$ cat src/rtl/hex_display_scanner_pkg.sv
// -----------------------------------------------------------------------------
// hex_display_scanner_pkg
//
// Shared constants for the debug hex display scanner:
//   - active-low seven-segment patterns {g,f,e,d,c,b,a} for hex digits 0..F
//   - SEG_BLANK, the all-segments-off pattern
//   - DIGIT_COUNT, the number of time-multiplexed digits on the board
// -----------------------------------------------------------------------------
package hex_display_scanner_pkg;

    localparam int DIGIT_COUNT = 8;

    localparam logic [6:0] SEG_0 = 7'h40;
    localparam logic [6:0] SEG_1 = 7'h79;
    localparam logic [6:0] SEG_2 = 7'h24;
    localparam logic [6:0] SEG_3 = 7'h30;
    localparam logic [6:0] SEG_4 = 7'h19;
    localparam logic [6:0] SEG_5 = 7'h12;
    localparam logic [6:0] SEG_6 = 7'h02;
    localparam logic [6:0] SEG_7 = 7'h78;
    localparam logic [6:0] SEG_8 = 7'h00;
    localparam logic [6:0] SEG_9 = 7'h10;
    localparam logic [6:0] SEG_A = 7'h08;
    localparam logic [6:0] SEG_B = 7'h03;
    localparam logic [6:0] SEG_C = 7'h46;
    localparam logic [6:0] SEG_D = 7'h21;
    localparam logic [6:0] SEG_E = 7'h06;
    localparam logic [6:0] SEG_F = 7'h0E;

    localparam logic [6:0] SEG_BLANK = 7'h7F;

endpackage

$ cat src/rtl/hex_display_scanner_seg_decoder.sv
// -----------------------------------------------------------------------------
// hex_seg_decoder
//
// Purely combinational nibble to active-low seven-segment pattern decoder.
//
// Ports:
//   nibble  in  4  hex value to display
//   seg_n   out 7  active-low segments {g,f,e,d,c,b,a}
// -----------------------------------------------------------------------------
module hex_seg_decoder
    import hex_display_scanner_pkg::*;
(
    input  logic [3:0] nibble,
    output logic [6:0] seg_n
);

    always_comb begin
        seg_n = SEG_BLANK;
        case (nibble)
            4'h0: seg_n = SEG_0;
            4'h1: seg_n = SEG_1;
            4'h2: seg_n = SEG_2;
            4'h3: seg_n = SEG_3;
            4'h4: seg_n = SEG_4;
            4'h5: seg_n = SEG_5;
            4'h6: seg_n = SEG_6;
            4'h7: seg_n = SEG_7;
            4'h8: seg_n = SEG_8;
            4'h9: seg_n = SEG_9;
            4'hA: seg_n = SEG_A;
            4'hB: seg_n = SEG_B;
            4'hC: seg_n = SEG_C;
            4'hD: seg_n = SEG_D;
            4'hE: seg_n = SEG_E;
            4'hF: seg_n = SEG_F;
            default: seg_n = SEG_BLANK;
        endcase
    end

endmodule

$ cat src/rtl/hex_display_scanner.sv
// -----------------------------------------------------------------------------
// hex_display_scanner
//
// Drives eight time-multiplexed, active-low seven-segment digits from a 32-bit
// debug word. The word is latched only at frame boundaries (digit 7 -> digit 0
// wrap) so a single frame never mixes nibbles of two different words.
//
// Parameters:
//   SCAN_DIV          clock cycles each digit stays lit (>= 1)
//
// Ports:
//   Clock             in  1   system clock, rising edge
//   Reset             in  1   synchronous active-high reset
//   HexDisplay32Bits  in  32  word to display; digit k shows bits [4k+3:4k]
//   Hold              in  1   at a frame boundary, keep the current word
//   Seg_n             out 7   active-low segments {g,f,e,d,c,b,a}
//   Digit_n           out 8   one-hot active-low digit enable
//   Frame_Done        out 1   one-cycle pulse at the start of each frame
//   Shown_Word        out 32  word currently being scanned
//
// Optional feature macro: HEX_LEADING_ZERO_BLANK_EN
//   When defined, digits k >= 1 whose nibble and all higher nibbles are zero
//   show SEG_BLANK. Digit 0 is never blanked and Digit_n keeps scanning.
// -----------------------------------------------------------------------------
module hex_display_scanner
    import hex_display_scanner_pkg::*;
#(
    parameter int SCAN_DIV = 50000
)
(
    input  logic        Clock,
    input  logic        Reset,
    input  logic [31:0] HexDisplay32Bits,
    input  logic        Hold,
    output logic [6:0]  Seg_n,
    output logic [7:0]  Digit_n,
    output logic        Frame_Done,
    output logic [31:0] Shown_Word
);

    // Prescaler width, never below one bit so SCAN_DIV=1 still elaborates.
    localparam int              PW    = (SCAN_DIV > 1) ? $clog2(SCAN_DIV) : 1;
    localparam logic [PW-1:0]   P_MAX = PW'(SCAN_DIV - 1);

    logic [PW-1:0] p_reg, p_next;
    logic [2:0]    d_reg, d_next;
    logic [31:0]   word_reg, word_next;
    logic [6:0]    seg_reg, seg_next;
    logic [7:0]    digit_reg, digit_next;
    logic          frame_reg, frame_next;

    logic          p_wrap;
    logic          boundary;
    logic [3:0]    nibble;
    logic [6:0]    seg_decoded;
    logic          blank;

    // -------------------------------------------------------------------------
    // Next-state logic. Outputs are computed from the *next* digit index and
    // word so the registered outputs line up with d_reg/word_reg; the new
    // word's digit 0 therefore appears on the very edge that latches it.
    // -------------------------------------------------------------------------
    always_comb begin
        p_wrap    = (p_reg == P_MAX);
        p_next    = p_wrap ? '0 : p_reg + 1'b1;
        d_next    = p_wrap ? d_reg + 3'd1 : d_reg;
        boundary  = p_wrap && (d_reg == 3'd7);
        word_next = (boundary && !Hold) ? HexDisplay32Bits : word_reg;
        nibble    = word_next[{d_next, 2'b00} +: 4];
        seg_next  = blank ? SEG_BLANK : seg_decoded;
        frame_next = boundary;
    end

    hex_seg_decoder u_seg_decoder (
        .nibble (nibble),
        .seg_n  (seg_decoded)
    );

    // One-hot active-low digit enable for the next digit index.
    generate
        for (genvar gi = 0; gi < DIGIT_COUNT; gi++) begin : g_digit_en
            assign digit_next[gi] = (d_next != 3'(gi));
        end
    endgenerate

`ifdef HEX_LEADING_ZERO_BLANK_EN
    // upper_zero[k] is set when nibble k and every nibble above it are zero,
    // i.e. digit k would only be a leading zero.
    logic [DIGIT_COUNT-1:0] upper_zero;

    generate
        for (genvar gi = 0; gi < DIGIT_COUNT; gi++) begin : g_upper_zero
            assign upper_zero[gi] = ~|word_next[DIGIT_COUNT*4-1 : gi*4];
        end
    endgenerate

    // Digit 0 always shows something, even for an all-zero word.
    assign blank = (d_next != 3'd0) && upper_zero[d_next];
`else
    assign blank = 1'b0;
`endif

    // -------------------------------------------------------------------------
    // State and output registers.
    // -------------------------------------------------------------------------
    always_ff @(posedge Clock) begin
        if (Reset) begin
            p_reg     <= '0;
            d_reg     <= 3'd0;
            word_reg  <= 32'd0;
            seg_reg   <= SEG_0;
            digit_reg <= 8'hFE;
            frame_reg <= 1'b0;
        end else begin
            p_reg     <= p_next;
            d_reg     <= d_next;
            word_reg  <= word_next;
            seg_reg   <= seg_next;
            digit_reg <= digit_next;
            frame_reg <= frame_next;
        end
    end

    assign Seg_n      = seg_reg;
    assign Digit_n    = digit_reg;
    assign Frame_Done = frame_reg;
    assign Shown_Word = word_reg;

endmodule

$ cat config.mk
export PLATFORM = sky130hd
export DESIGN_NAME = hex_display_scanner
export DESIGN_NICKNAME = d
export VERILOG_FILES = /design/src/rtl/hex_display_scanner_pkg.sv /design/src/rtl/hex_display_scanner_seg_decoder.sv /design/src/rtl/hex_display_scanner.sv
export SDC_FILE = /design/constraint.sdc
export NUM_CORES = 1
export LEC_CHECK = 0
export BUFFER_PORTS_ARGS = -buffer_cell sky130_fd_sc_hd__buf_4
export CORE_UTILIZATION = 45
export DETAILED_ROUTE_END_ITERATION = 7
export PLACE_DENSITY = 0.68
export SYNTH_ARGS = -nofsm -noshare
export SYNTH_HDL_FRONTEND = slang
export SYNTH_SLANG_ARGS = --single-unit
export TNS_END_PERCENT = 50
$ cat constraint.sdc
create_clock -name Clock -period 4.1 [get_ports Clock]
set_input_delay 0.615 -clock Clock [delete_from_list [all_inputs] [get_ports Clock]]
set_output_delay 0.615 -clock Clock [all_outputs]
set_load 0.05 [all_outputs]
==> results.yml <==
final_layout:
  regArea_um2: 1340
  diodes: 0
  drive_gt1_share_pct: 28.3
  layout.nets: 531
  fillers: 734
  largest_reg_flops: 32
  area_growth_pct: 23.1
  multi_input_area_um2: 2140
synthesis:
  netlist_area_um2: 3650
  ys_types: 63
  synth_enable_flop_cells: 0
  synth_most_common_cell: "dfxtp_1"
  synth_area_per_cell_um2: 8.82
  yosysTopAreaCell: "dfxtp_1"
  netlist.area_leader.share_pct: 36.8
  ys_seq_area_share_pct: 36.8
  syn_nets: 458
  ys.flop_type: "dfxtp_1"
  synth_cells: 414
  synthArstFlopShare_pct: 0
  synth_common_cells: "dfxtp_1, nand2_1, nor2_1"
  yosysWarnings: 0
  ys_seq_elements: 67
  netlist_top_cells_area: "dfxtp_1, nand2_1, a21oi_1, mux4_2, nor2_1"
routing:
  num_vias: 3325
  drt-total-wl_um: 9450
  wl_per_cell_um: 15.9
  first_pass_iters: 5
  route.detailed.drc: 0
  drt-initial-drc-count: 193
  viasPerCell: 5.61
  ant_nets: 0
setup_path:
  worstPathRequired_ns: 4.35
  crit_family: "multiplexers"
  cp.depth: 12
  crit_arrival_ns: 3.94
  crit_buf_inv: 2
  crit_type: "flip-flop to flip-flop"
  cp_slowest_cell: "mux4_2"
  reg2reg_depth: 12
  slowest_delay_ns: 0.47
  end_kind: "flip-flop"
  start_kind: "flip-flop"
  cp_max_fo: 17
  cp_cell_sequence: "ha_1 > ha_1 > nand2b_1 > buf_4 > mux2_2 > mux4_2 > a22oi_1 > nand4_1 > inv_1 > ha_1 > o2111a_1 > a311oi_1"
  crit_path_frequent_cell: "ha_1"
clock_tree:
  post_cts_resized: 0
  cts_tree: "built"
  cts_buffer_depth: 2
  cts_hold_buf: 0
  cts_sinks: 67
  cts_setup_buffers: 0
  cts_inserted_buffers: 9
  root_buffer: "clkbuf_8"
  clkLatencyLatePin_ns: 0.35
  clk_pin_slew_worst_paths_ns: 0.07
  htree_levels: 3
grt:
  grt_first_pass_wirelength_um: 16000
  overflow: 0
  grt_max_degree: 49
  first_global_vias: 3237
  grt_usage_pct: 23.8
  antenna_found_initial: 0
placed_design:
  dpl.hpwl_um: 6740
  portBuffers: 82
  routabilityCongestion: 0.846
timing:
  hold_viol: 0
  grt_setup_unrepaired: "no"
  clock.fmax_mhz: 271
  fin_hold_ws_ns: 0.443
  tightest_slew_ns: 0.829
  fin_crit_sh_pct: 89.9
  slew_headroom_pct: 44.6
  drv_slew: 0
  setup_viol: 0
  final.setup_skew_ns: 0.0102
  finalCriticalPeriod_ns: 3.69
  setup_tns_ns: 0
worst_hold_path:
  min_path_type: "flip-flop to flip-flop"
  hold-path-cell-count: 1
power:
  swShare_pct: 22.5
  combPwrFrac_pct: 3.8
  p_leak_nw: 1.78
  power.share.clock_pct: 43.0
  internal-power_uw: 954
  ir_drop_v: 0.000143
  pwr-share-seq_pct: 53.2
  powerDensity_nw_per_um2: 274
  power.switching_uw: 277
floorplan:
  die_x_um: 92.1
  die_h_um: 92.1
  core_area_um2: 7770
  initial_core_util_pct: 47.0
  row_count: 32
  die-area_um2: 8480
  io_pins: 83
run_status:
  status: "finished clean"
flow_run:
  drv_cap: 0
## through the flow
| step | util [%] | instances | worst slack (ns) | power, mW | cell area (µm²) |
|---|---|---|---|---|---|
| 3_3_place_gp | 55.5 | 578 | 0.626 | 0.716 | 4310 |
| 5_1_grt | 57.9 | 593 | 0.135 | 1.28 | 4490 |
| 3_5_place_dp | 55.5 | 578 | 0.455 | 0.716 | 4310 |
| 6_report | 57.9 | 593 | 0.414 | 1.23 | 4490 |
| 4_1_cts | 57.9 | 593 | 0.433 | 1.24 | 4490 |
| 2_1_floorplan | - | 414 | 0.810 | 0.683 | 3650 |
## kinds of logic (layout without fill, tap and decap cells)
group / Yosys count / after routing / share of synthesized area [%]
xor gates and xnor gates: 15 / 15 / 3.81
buffers and inverters: 36 / 113 / 4.66
DFF: 67 / 67 / 36.8
and+or+nand+nor: 166 / 166 / 22.2
muxes: 32 / 32 / 12.2
AOI/OAI and AO/OA: 89 / 89 / 17.3
adders and majority gates: 9 / 9 / 3.09
## cells in the final DEF, fill, tap and decap left out, types with 9 or more instances in the layout
master,Yosys,final
clkbuf_8,0,9
nand3_1,14,14
mux2_2,13,13
nand2_1,65,65
ha_1,9,9
mux2i_1,10,10
a21oi_1,33,33
buf_4,1,89
nor2_1,40,39
dfxtp_1,67,67
## worst paths after layout
check | start | to | slack (ns)
max | d_reg[1] | Seg_n[3] | 0.41
min | p_reg[0] | p_reg[0] | 0.44
max reg2reg | d_reg[1] | Seg_n[3] | 0.41
min reg2reg | p_reg[0] | p_reg[0] | 0.44
## area by class of cell
class                   instances  area share [%]
clock inverters                 5            1.22
inverters                       9           0.752
flip-flops and latches         67            29.8
clock buffers                  10            2.84
well taps                     102            2.84
repair buffers                 89            14.9
multi-input cells             311            47.6
## power by group through the flow
stage / logic (mW) / clock network (mW) / registers (mW)
after CTS: 0.0469 / 0.539 / 0.654
after detailed placement: 0.0468 / 0 / 0.669
after floorplan: 0.0144 / 0 / 0.669
after global placement: 0.0471 / 0 / 0.669
final: 0.0470 / 0.530 / 0.654
after global routing: 0.0515 / 0.578 / 0.654
## worst reg2reg max path, stage by stage, from the launching register on
cell	delay (ns)
dfxtp_1	0.37
ha_1	0.21
ha_1	0.23
nand2b_1	0.21
buf_4	0.29
mux2_2	0.36
mux4_2	0.47
a22oi_1	0.19
nand4_1	0.28
inv_1	0.22
ha_1	0.26
o2111a_1	0.25
a311oi_1	0.24
## per-layer routing
layer | wire, µm | GRT usage (%) | vias to the layer above
met5 | 0 | 0 | -
met4 | 221 | 9.24 | 0
met3 | 444 | 5.22 | 21
met2 | 4340 | 37.3 | 100
met1 | 4450 | 32.0 | 1585
li1 | - | - | 1619
Note: power is estimated with default switching activity, not from simulation.
